**config.mk**
```make
export PLATFORM = sky130hd
export DESIGN_NAME = periph_bus_sequencer_flat
export DESIGN_NICKNAME = d
export VERILOG_FILES = /design/src/rtl/periph_bus_sequencer_pkg.sv /design/src/rtl/periph_bus_sequencer_if.sv /design/src/rtl/periph_bus_sequencer_timeout_counter.sv /design/src/rtl/periph_bus_sequencer.sv /design/src/flat_wrapper.sv
export SDC_FILE = /design/constraint.sdc
export NUM_CORES = 1
export LEC_CHECK = 0
export CORE_MARGIN = 4
export CORE_UTILIZATION = 35
export DETAILED_ROUTE_END_ITERATION = 10
export PLACE_DENSITY = 0.87
export SLEW_MARGIN = 20
export SYNTH_ARGS = -nofsm -noshare
export SYNTH_HDL_FRONTEND = slang
export SYNTH_HIERARCHICAL = 1
export SYNTH_SLANG_ARGS = --single-unit
export TNS_END_PERCENT = 100
```
**constraint.sdc**
```tcl
create_clock -name CLK -period 2.8 [get_ports CLK]
set_input_delay 0.42 -clock CLK [delete_from_list [all_inputs] [get_ports CLK]]
set_output_delay 0.42 -clock CLK [all_outputs]
set_load 0.1 [all_outputs]
```
**src/rtl/periph_bus_sequencer_pkg.sv**
```systemverilog
// Shared types and constants for the peripheral bus sequencer.
package periph_bus_pkg;

   localparam int unsigned NUM_PER = 4;
   localparam int unsigned SEL_W   = 2;

   typedef enum logic [1:0] {
      IDLE,
      ACCESS,
      RESP
   } state_t;

   // One-hot strobe pattern for a peripheral select value.
   function automatic logic [NUM_PER-1:0] sel_onehot(input logic [SEL_W-1:0] sel);
      logic [NUM_PER-1:0] oh;
      oh      = '0;
      oh[sel] = 1'b1;
      return oh;
   endfunction

endpackage

```
**src/rtl/periph_bus_sequencer_if.sv**
```systemverilog
// CPU request/response channel plus the four-way peripheral strobe bus.
// The master modport is the sequencer's view; slave is the environment's view.
interface periph_bus_sequencer_if
   import periph_bus_pkg::*;
#(
   parameter int unsigned ADDR_W  = 32,
   parameter int unsigned DATA_W  = 32,
   parameter int unsigned SEL_LSB = 8
);

   logic                          REQ_VALID;
   logic                          REQ_READY;
   logic [ADDR_W-1:0]             REQ_ADDR;
   logic                          REQ_WE;
   logic [DATA_W-1:0]             REQ_WDATA;
   logic                          RSP_VALID;
   logic [DATA_W-1:0]             RSP_RDATA;
   logic                          RSP_ERR;
   logic [NUM_PER-1:0]            PER_STB;
   logic                          PER_WE;
   logic [SEL_LSB-1:0]            PER_ADDR;
   logic [DATA_W-1:0]             PER_WDATA;
   logic [NUM_PER-1:0]            PER_ACK;
   logic [NUM_PER*DATA_W-1:0]     PER_RDATA;

   modport master (
      input  REQ_VALID, REQ_ADDR, REQ_WE, REQ_WDATA, PER_ACK, PER_RDATA,
      output REQ_READY, RSP_VALID, RSP_RDATA, RSP_ERR,
             PER_STB, PER_WE, PER_ADDR, PER_WDATA
   );

   modport slave (
      output REQ_VALID, REQ_ADDR, REQ_WE, REQ_WDATA, PER_ACK, PER_RDATA,
      input  REQ_READY, RSP_VALID, RSP_RDATA, RSP_ERR,
             PER_STB, PER_WE, PER_ADDR, PER_WDATA
   );

endinterface

```
**src/rtl/periph_bus_sequencer_timeout_counter.sv**
```systemverilog
// Access wait counter: cleared at request accept, counts ACCESS cycles,
// and saturates with done=1 once it reaches TIMEOUT.
module periph_timeout_counter #(
   parameter int unsigned TIMEOUT = 15
) (
   input  logic clk,
   input  logic rst_n,
   input  logic clr,
   input  logic en,
   output logic done
);

   localparam int unsigned CNT_W = (TIMEOUT < 1) ? 1 : $clog2(TIMEOUT + 1);

   logic [CNT_W-1:0] count;

   assign done = (count == CNT_W'(TIMEOUT));

   // Count up while enabled; holding at TIMEOUT keeps the counter from wrapping.
   always_ff @(posedge clk) begin
      if (!rst_n) begin
         count <= '0;
      end else if (clr) begin
         count <= '0;
      end else if (en && !done) begin
         count <= count + 1'b1;
      end
   end

endmodule

```
**src/rtl/periph_bus_sequencer.sv**
```systemverilog
// Single-outstanding MMIO sequencer: decodes one CPU request onto one of four
// peripherals, waits for its acknowledge (bounded by TIMEOUT) and returns a
// one-cycle response carrying read data or an error.
module periph_bus_sequencer
   import periph_bus_pkg::*;
#(
   parameter int unsigned       ADDR_W  = 32,
   parameter int unsigned       DATA_W  = 32,
   parameter int unsigned       SEL_LSB = 8,
   parameter logic [ADDR_W-1:0] BASE    = 32'h1100_0000,
   parameter int unsigned       TIMEOUT = 15
) (
   input  logic                   CLK,
   input  logic                   RST_N,
   periph_bus_sequencer_if.master bus
);

   state_t               state_q, state_d;

   logic                 we_q;
   logic [SEL_LSB-1:0]   addr_q;
   logic [DATA_W-1:0]    wdata_q;
   logic [SEL_W-1:0]     sel_q;

   logic [NUM_PER-1:0]   stb_q, stb_d;
   logic                 rsp_valid_q, rsp_valid_d;
   logic                 rsp_err_q, rsp_err_d;
   logic [DATA_W-1:0]    rsp_rdata_q, rsp_rdata_d;

   logic                 cap_en;
   logic                 cnt_clr;
   logic                 cnt_en;
   logic                 cnt_done;

   logic [SEL_W-1:0]     req_sel;
   logic                 req_hit;
   logic                 ack_sel;
   logic [DATA_W-1:0]    rdata_sel;

   assign req_sel   = bus.REQ_ADDR[SEL_LSB +: SEL_W];
   assign req_hit   = (bus.REQ_ADDR[ADDR_W-1:SEL_LSB+SEL_W] == BASE[ADDR_W-1:SEL_LSB+SEL_W]);
   assign ack_sel   = bus.PER_ACK[sel_q];
   assign rdata_sel = bus.PER_RDATA[sel_q*DATA_W +: DATA_W];

   periph_timeout_counter #(
      .TIMEOUT(TIMEOUT)
   ) u_timeout (
      .clk   (CLK),
      .rst_n (RST_N),
      .clr   (cnt_clr),
      .en    (cnt_en),
      .done  (cnt_done)
   );

   // Next state plus the next values of the registered strobe and response.
   // The strobe is computed one cycle ahead so it drops on the same edge
   // that registers the response.
   always_comb begin
      state_d     = state_q;
      cap_en      = 1'b0;
      cnt_clr     = 1'b0;
      cnt_en      = 1'b0;
      stb_d       = '0;
      rsp_valid_d = 1'b0;
      rsp_err_d   = 1'b0;
      rsp_rdata_d = '0;
      unique case (state_q)
         IDLE: begin
            if (bus.REQ_VALID) begin
               cap_en = 1'b1;
               if (req_hit) begin
                  state_d = ACCESS;
                  cnt_clr = 1'b1;
                  stb_d   = sel_onehot(req_sel);
               end else begin
                  state_d     = RESP;
                  rsp_valid_d = 1'b1;
                  rsp_err_d   = 1'b1;
               end
            end
         end
         ACCESS: begin
            if (ack_sel) begin
               state_d     = RESP;
               rsp_valid_d = 1'b1;
               rsp_rdata_d = we_q ? '0 : rdata_sel;
            end else if (cnt_done) begin
               state_d     = RESP;
               rsp_valid_d = 1'b1;
               rsp_err_d   = 1'b1;
            end else begin
               cnt_en = 1'b1;
               stb_d  = sel_onehot(sel_q);
            end
         end
         RESP: begin
            state_d = IDLE;
         end
         default: begin
            state_d = IDLE;
         end
      endcase
   end

   // State, registered outputs and request capture.
   always_ff @(posedge CLK) begin
      if (!RST_N) begin
         state_q     <= IDLE;
         stb_q       <= '0;
         rsp_valid_q <= 1'b0;
         rsp_err_q   <= 1'b0;
         rsp_rdata_q <= '0;
         we_q        <= 1'b0;
         addr_q      <= '0;
         wdata_q     <= '0;
         sel_q       <= '0;
      end else begin
         state_q     <= state_d;
         stb_q       <= stb_d;
         rsp_valid_q <= rsp_valid_d;
         rsp_err_q   <= rsp_err_d;
         rsp_rdata_q <= rsp_rdata_d;
         if (cap_en) begin
            we_q    <= bus.REQ_WE;
            addr_q  <= bus.REQ_ADDR[SEL_LSB-1:0];
            wdata_q <= bus.REQ_WDATA;
            sel_q   <= req_sel;
         end
      end
   end

   assign bus.REQ_READY = RST_N && (state_q == IDLE);
   assign bus.RSP_VALID = rsp_valid_q;
   assign bus.RSP_ERR   = rsp_err_q;
   assign bus.RSP_RDATA = rsp_rdata_q;
   assign bus.PER_STB   = stb_q;
   assign bus.PER_WE    = we_q;
   assign bus.PER_ADDR  = addr_q;
   assign bus.PER_WDATA = wdata_q;

endmodule

```
**src/flat_wrapper.sv**
```systemverilog
// flat-port wrapper written by rule: the top's interface ports become plain ports
module periph_bus_sequencer_flat import periph_bus_pkg::*;
#(
   parameter int unsigned       ADDR_W  = 32,
   parameter int unsigned       DATA_W  = 32,
   parameter int unsigned       SEL_LSB = 8,
   parameter logic [ADDR_W-1:0] BASE    = 32'h1100_0000,
   parameter int unsigned       TIMEOUT = 15
)
  (CLK, RST_N, bus_REQ_VALID, bus_REQ_ADDR, bus_REQ_WE, bus_REQ_WDATA, bus_PER_ACK, bus_PER_RDATA, bus_REQ_READY, bus_RSP_VALID, bus_RSP_RDATA, bus_RSP_ERR, bus_PER_STB, bus_PER_WE, bus_PER_ADDR, bus_PER_WDATA);
  periph_bus_sequencer_if #(.ADDR_W(ADDR_W), .DATA_W(DATA_W), .SEL_LSB(SEL_LSB)) bus_i ();
  input  logic CLK;
  input  logic RST_N;
  input wire logic [$bits(bus_i.REQ_VALID)-1:0] bus_REQ_VALID;
  input wire logic [$bits(bus_i.REQ_ADDR)-1:0] bus_REQ_ADDR;
  input wire logic [$bits(bus_i.REQ_WE)-1:0] bus_REQ_WE;
  input wire logic [$bits(bus_i.REQ_WDATA)-1:0] bus_REQ_WDATA;
  input wire logic [$bits(bus_i.PER_ACK)-1:0] bus_PER_ACK;
  input wire logic [$bits(bus_i.PER_RDATA)-1:0] bus_PER_RDATA;
  output wire logic [$bits(bus_i.REQ_READY)-1:0] bus_REQ_READY;
  output wire logic [$bits(bus_i.RSP_VALID)-1:0] bus_RSP_VALID;
  output wire logic [$bits(bus_i.RSP_RDATA)-1:0] bus_RSP_RDATA;
  output wire logic [$bits(bus_i.RSP_ERR)-1:0] bus_RSP_ERR;
  output wire logic [$bits(bus_i.PER_STB)-1:0] bus_PER_STB;
  output wire logic [$bits(bus_i.PER_WE)-1:0] bus_PER_WE;
  output wire logic [$bits(bus_i.PER_ADDR)-1:0] bus_PER_ADDR;
  output wire logic [$bits(bus_i.PER_WDATA)-1:0] bus_PER_WDATA;
  assign bus_i.REQ_VALID = bus_REQ_VALID;
  assign bus_i.REQ_ADDR = bus_REQ_ADDR;
  assign bus_i.REQ_WE = bus_REQ_WE;
  assign bus_i.REQ_WDATA = bus_REQ_WDATA;
  assign bus_i.PER_ACK = bus_PER_ACK;
  assign bus_i.PER_RDATA = bus_PER_RDATA;
  assign bus_REQ_READY = bus_i.REQ_READY;
  assign bus_RSP_VALID = bus_i.RSP_VALID;
  assign bus_RSP_RDATA = bus_i.RSP_RDATA;
  assign bus_RSP_ERR = bus_i.RSP_ERR;
  assign bus_PER_STB = bus_i.PER_STB;
  assign bus_PER_WE = bus_i.PER_WE;
  assign bus_PER_ADDR = bus_i.PER_ADDR;
  assign bus_PER_WDATA = bus_i.PER_WDATA;
  periph_bus_sequencer #(.ADDR_W(ADDR_W), .DATA_W(DATA_W), .SEL_LSB(SEL_LSB), .BASE(BASE), .TIMEOUT(TIMEOUT)) u_core (.CLK(CLK), .RST_N(RST_N), .bus(bus_i));
endmodule
```
; ---- After elaboration in Yosys (flattened, before gate mapping)
; Cells that the tools add are included.
; W data, S select, Z words.
[totals]
register_bits = 87
input_bits = 200
output_inout_bits = 80
word_cells = 64
[op_classes]
n_addsub = 1
order_cmp = 4
eq_ne = 5
shift = 1
n_mux = 31
n_bitwise = 3
reduce_logical = 9
[ops]
columns = op, n
row1 = $shiftx A128 B8 Y32, 1
row2 = $eq A22 B19 Y1 const B, 1
row3 = $mux W1, 16
row4 = $mux W4, 4
row5 = $mux W2, 4
row6 = $pmux W4 S2, 1
row7 = $lt A2 B3 Y1 const B, 2
row8 = $add A4 B1 Y4 const B, 1
row9 = $demux W1 S2, 2
row10 = $eq A4 B4 Y1 const B, 1
row11 = $ge A2 B1 Y1 const B, 2
row12 = $logic_and A1 B1 Y1, 4
row13 = $pmux W1 S2, 2
row14 = $pmux W2 S2, 1
row15 = $reduce_or A4 Y1, 1
row16 = $ne A3 B2 Y1 const B, 1
row17 = $not A1 Y1, 3
row18 = $bmux W1 S2, 1
row19 = $eq A2 B1 Y1 const B, 1
row20 = $logic_not A2 Y1, 1
row21 = $ne A2 B2 Y1 const B, 1
row22 = $reduce_and A2 Y1, 1
row23 = $reduce_or A2 Y1, 1
row24 = $logic_not A1 Y1, 1

; ---- Logic depth before layout (Yosys ltp)
; Gate-level depths: netlist of the first run.
[logic_depth]
depth_word = 7
mapped_depth = 8
depth_no_buf = 7

; ---- By module
; The synthesis of the first run kept the hierarchy.
[by_module_without_submodules]
columns = module, n_inst, cells_per_inst, area_per_inst_um2, seq_area_each_um2
row1 = periph_bus_sequencer, 1, 352, 3686.0, 1661.6
row2 = periph_timeout_counter, 1, 22, 197.7, 80.1

; ---- Worst setup path before layout of the first run
; OpenSTA, ideal clock, no wires.
[synth_timing]
path_type = in2out
startpoint = input RST_N
endpoint = output bus_REQ_READY
t_arrival_ns = 2.158
required_ns = 2.380
path_slack_ns = 0.222
stages = 4
n_path_buf = 2
cell_sequence = clkbuf_1 nand2b_1 clkbuf_1 nor2_1
[synth_between]
elab_chain_len = 1
[synth_lines]
columns = element, line_no
row1 = from (decl), flat_wrapper.sv:13  ; input logic RST_N;
row2 = $logic_and A1 B1 Y1, periph_bus_sequencer.sv:132  ; assign bus.REQ_READY = RST_N && (state_q == IDLE);
row3 = to (decl), flat_wrapper.sv:20  ; output wire logic [$bits(bus_i.REQ_READY)-1:0] bus_REQ_READY;
; Every way passes these cells.

; ---- Final worst setup path of the first run
; Same ends and word-level chain as after synthesis.

==> flow_summary.toml, run 1 <==
[status]
status = "finished, final reports clean"

[placement]
dp.cells = 771
portBuffers = 279
place.gp.congestion = 0.933
dp_hpwl_um = 11900

[critical_path]
path_class = "in -> out"
critPathCaptureType = "output pin"
crit_path_max_incr_delay_ps = 460
crit_slowest_cell = "clkdlybuf4s50_1"
cp_top_family = "buffers and inverters"
critPathLaunchType = "primary input"
cp.arrival_ps = 1780
crit_path_max_fanout = 14
crit_chain = "clkdlybuf4s50_1 > buf_4 > nand2b_1 > nor2_1 > buf_12"
crit_buf_inv = 3
required_ps = 2380

[logic_synthesis]
yosysSeqAreaShare_pct = 44.8
ys_types = 38
ys_seq_elements = 87
avgSynthCellArea_um2 = 10.4
synth_warnings = 6
ys.flop_type = "dfxtp_1"
synth_edf_count = 0
synthCells = 374
ys_top_cells_by_area = "dfxtp_1 45%, mux4_2 19%, a21boi_0 8.3%, nand2_1 8.3%, and3_1 5.5%"
synth_largest_type_area_fraction_pct = 44.8
synth_common_cells = "87 x dfxtp_1, 86 x nand2_1, 43 x a21boi_0, 34 x and3_1, 33 x mux4_2"
synthArstFlopShare_pct = 0
syn_nets = 575
synth.most_common_cell = "dfxtp_1"
yosysTopAreaCell = "dfxtp_1"
syn_area_mm2 = 0.00388

[clock_tree]
cts_made_buffers = 9
clkSinkCount = 87
ctsResizeCount = 0
path_clk_slew_ps = 80
clockBufferDepth = 2
clkLatencyLatePin_ps = 340
cts_setup_buffers = 0
cts-root-buf = "clkbuf_8"
cts_tree = "yes"
htreeDepth = 3
hold_buffers = 0

[timing]
maxSlewViolCount = 0
min_period_ps = 2200
fin_worst_hold_slack_ps = 471
fin_crit_sh_pct = 78.6
finalSetupViolCount = 0
skew_ps = 8.01
max_slew.worst_pin.slew_ps = 646
hold_violations = 0
fmax_mhz = 454
slew_headroom_pct = 56.9
tns_ps = 0
rsz0062_at_grt = "false"

[floorplan]
dieHeight_um = 113
io_pins = 280
die_x_um = 113
std_cell_rows = 38
initial_core_util_pct = 35.8
dieArea_mm2 = 0.0128
core_mm2 = 0.0108

[global_routing]
grt_pass1_vias = 4239
grt_overflow = 0
grt_pass1_wl_um = 22200
grt_max_degree = 38
antenna_found_initial = 0
grt_usage_pct = 22.2

[route]
drc = 0
dr.pass1.iters = 4
vias = 4009
wl_per_cell_um = 18.8
vias_per_cell = 5.09
antenna_left = 0
drt_wl_total_um = 14800
drtIter0Drc = 198

[worst_hold_path]
min_path_type = "reg -> reg"

[finish]
syn2layout_area_growth_pct = 75.8
final_util_pct = 63.0
fin_cells = 787
drive_gt1_share_pct = 21.6
fin_nets = 843
n_antenna_cell = 0
num-fill-cells = 899

[pwr]
p_comb_share_pct = 28.1
power.sequential.fraction_pct = 42.0
clockPowerShare_pct = 29.9
p_switching_uw = 899
netSwitchingFraction_pct = 29.1
p_int_uw = 2190
powerDensity_mw_per_mm2 = 452
p_leak_uw = 0.00275
ir_worst_vdd_mv = 0.254
power_uw = 3090

[flow_run]
cap_violations = 0
==> sequential cells by signal, indices dropped and copies added, names as in the netlist, 2 cells and up <==
| name | flops |
|---|---|
| u_core/bus.PER_WDATA | 32 |
| u_core/bus.RSP_RDATA | 32 |
| u_core/bus.PER_ADDR | 8 |
| u_core/bus.PER_STB | 4 |
| u_core/u_timeout/count | 4 |
| u_core/sel_q | 2 |
| u_core/state_q | 2 |
==> layout by cell type, fill, tap and decap left out, types with 4 or more instances in the layout <==
master / synthesis / final
a21boi_0: 43 / 43
a21oi_1: 8 / 8
and3_1: 34 / 34
buf_4: 1 / 87
clkbuf_1: 23 / 4
clkbuf_8: 0 / 9
clkdlybuf4s50_1: 0 / 199
dfxtp_1: 87 / 86
mux4_2: 33 / 33
nand2_1: 86 / 86
nand3_1: 4 / 4
nor2_1: 7 / 7
nor4b_1: 5 / 4
==> worst register-to-register path, delay by kind of cell, from the launching register on <==
family	cells	cell delay [ps]
adders and majority gates	1	240
DFF	1	350
and+or+nand+nor	5	1130
buffers and inverters	1	170
AOI/OAI and AO/OA	1	150
==> area by class of cell <==
cell class                      count  area, um^2  share of cell area (%)
Inverter                            2        7.51                   0.110
Clock inverter                      3        67.6                   0.989
Tap cell                          140         175                    2.57
Clock buffer                       13         139                    2.03
Multi-Input combinational cell    254        2010                    29.5
Timing Repair Buffer              288        2690                    39.3
Sequential cell                    87        1740                    25.5
==> worst paths after layout <==
kind	from	to	cells after the start	slack (ps)
worst min register to register	u_core/bus.PER_WDATA[2]	u_core/bus.PER_WDATA[2]	2	470
worst min-delay path	u_core/bus.PER_WDATA[2]	u_core/bus.PER_WDATA[2]	2	470
worst max-delay path	RST_N	bus_REQ_READY	5	600
worst max register to register	u_core/u_timeout/count[0]	u_core/u_timeout/count[3]	8	690
==> per-stage QoR <==
step	setup WS [ps]	area, um^2
2_1_floorplan	222	3880
3_3_place_gp	582	6620
3_5_place_dp	492	6620
4_1_cts	601	6830
5_1_grt	518	6830
6_report	599	6830
==> cells by family after synthesis <==
logic type                 synth area share (%)
muxes                                      19.1
adders and majority gates                 0.322
buffers and inverters                      3.67
and+or+nand+nor                            21.4
DFF                                        44.8
AOI/OAI and AO/OA                          10.6
==> power by group through the flow <==
stage / registers [uW] / clock network, uW / logic (uW)
after floorplan: 1580 / 0 / 207
after global placement: 1320 / 0 / 856
after detailed placement: 1330 / 0 / 868
after CTS: 1300 / 955 / 871
after global routing: 1300 / 1010 / 908
final: 1300 / 923 / 868
==> layer usage <==
metal	up-vias	wire (um)	track usage, %
met2	180	7680	40.5
met4	0	369	8.49
met5	-	0	0
li1	1882	-	-
met3	26	1340	7.06
met1	1921	5380	23.8
(Power assumes the default switching activity.)
==> inputs of run 2 (changes only) <==
--- a/config.mk
+++ b/config.mk
@@ -6,9 +6,9 @@
 export NUM_CORES = 1
 export LEC_CHECK = 0
 export CORE_MARGIN = 4
-export CORE_UTILIZATION = 35
+export CORE_UTILIZATION = 31
 export DETAILED_ROUTE_END_ITERATION = 10
-export PLACE_DENSITY = 0.87
+export PLACE_DENSITY = 0.82
 export SLEW_MARGIN = 20
 export SYNTH_ARGS = -nofsm -noshare
 export SYNTH_HDL_FRONTEND = slang
==> constraint.sdc (replaced) <==
create_clock -name CLK -period 2 [get_ports CLK]
set_input_delay 0.3 -clock CLK [delete_from_list [all_inputs] [get_ports CLK]]
set_output_delay 0.3 -clock CLK [all_outputs]
set_load 0.1 [all_outputs]
==> run 2 against run 1 <==
  * Global-route usage fell by 3.0 points
  * Total power grew 51%
  * Largest cell class unchanged
  * Count of clock-buffer cells in the layout is 1 higher
  * Die area up 12%
  * Critical endpoint is now u_core/u_timeout/count[3]
==> flow_summary.toml, run 2 (synthesized netlist as in run 1, its figures left out) <==
[finish]
drive_gt1_share_pct = 23.3
most-common-layout-cells = "199 x clkdlybuf4s50_1, 92 x buf_4, 86 x nand2_1, 86 x dfxtp_1, 43 x a21boi_0"
final-seq-area_mm2 = 0.00174
n_antenna_cell = 0
fin_nets = 849
num-fill-cells = 1038
multi_input_area_mm2 = 0.00202
syn2layout_area_growth_pct = 80.9
final_util_pct = 57.8
final_common_cell = "clkdlybuf4s50_1"

[clock_tree]
cts_made_buffers = 9
path_clk_slew_ps = 60
clockBufferDepth = 2
cts-root-buf = "clkbuf_16"
hold_buffers = 0
clkSinkCount = 87
clkLatencyLatePin_ps = 330
htreeDepth = 3
cts_tree = "yes"

[route]
antenna_left = 0
vias_per_cell = 4.85
drt_wl_total_um = 14200
vias = 3984
drtIter0Drc = 140
drc = 0
dr.pass1.iters = 4
wl_per_cell_um = 17.3

[worst_hold_path]
min_path_type = "reg -> reg"

[global_routing]
grt_overflow = 0
grt_usage_pct = 19.2
grt_pass1_wl_um = 22200
grt_pass1_vias = 4348
grt_max_degree = 42
antenna_found_initial = 0

[floorplan]
die_x_um = 120
dieArea_mm2 = 0.0144
std_cell_rows = 40
initial_core_util_pct = 31.9
core_mm2 = 0.0122
dieHeight_um = 120
io_pins = 280

[timing]
fmax_mhz = 529
skew_ps = 4.38
tns_ps = 0
hold_violations = 0
min_period_ps = 1890
maxSlewViolCount = 0
finalSetupViolCount = 0
max_slew.worst_pin.slew_ps = 491
rsz0062_at_grt = "false"
fin_crit_sh_pct = 94.6
slew_headroom_pct = 67.3

[flow_run]
cap_violations = 0

[pwr]
power_uw = 4660
powerDensity_mw_per_mm2 = 663
p_leak_uw = 0.00283
ir_worst_vdd_mv = 0.519

[critical_path]
path_class = "reg -> reg"
cp.arrival_ps = 2150
critPathLaunchType = "register"
required_ps = 2260
critPathCaptureType = "register"
crit_path_max_fanout = 5

[placement]
portBuffers = 279
dp_hpwl_um = 11300
place.gp.congestion = 0.822

[status]
status = "finished, final reports clean"
[run 2: worst max-delay path, stage by stage (launching register included)]
cell	delay (ps)
dfxtp_1	340
ha_2	200
and3_1	200
or3_4	370
nor2_4	120
buf_4	120
nand4_1	120
or2_0	220
a21oi_1	130
[run 2: layout make-up]
cell class / instances / share of cell area (%)
clock buffer: 14 / 4.04
inverter: 2 / 0.107
clock inverter: 2 / 0.178
timing repair buffer: 294 / 39.0
sequential: 87 / 24.8
multi-input combinational: 254 / 28.8
tap: 168 / 2.99
[run 2: final timing paths]
kind / start / slack, ps / cells past startpoint / to
max: u_core/u_timeout/count[0] / 110 / 8 / u_core/u_timeout/count[3]
min: u_core/bus.PER_WDATA[31] / 460 / 2 / u_core/bus.PER_WDATA[31]
max reg2reg: u_core/u_timeout/count[0] / 110 / 8 / u_core/u_timeout/count[3]
min reg2reg: u_core/bus.PER_WDATA[31] / 460 / 2 / u_core/bus.PER_WDATA[31]
[run 2: what timing repair did]
item / in CTS / in global routing
endpoints found under the setup margin: 0 / 2
buffers inserted: 0 / 0
resized for setup: 0 / 1
[run 2: power by group]
part | switching [uW] | internal (uW)
Sequential | 32.5 | 1790
Clock | 646 | 976
Combinational | 635 | 579
Total | 1310 | 3340
[run 2: routing by layer]
metal | share of wire [%] | up-vias | track usage, %
met5 | 0 | - | 0
met3 | 9.3 | 27 | 6.93
met2 | 50 | 181 | 33.8
met1 | 38 | 1873 | 21.1
met4 | 2.4 | 0 | 7.44
li1 | - | 1903 | -
[run 2: per-stage QoR]
stage	cell area, um^2	hold slack, ps	setup slack (ps)	instances
after detailed placement	6730	458	-55.6	805
after CTS	7020	466	65.8	821
after global placement	6730	451	2.28	805
after global routing	7020	488	9.36	821
after floorplan	3890	445	57.9	374
final	7020	461	109	821
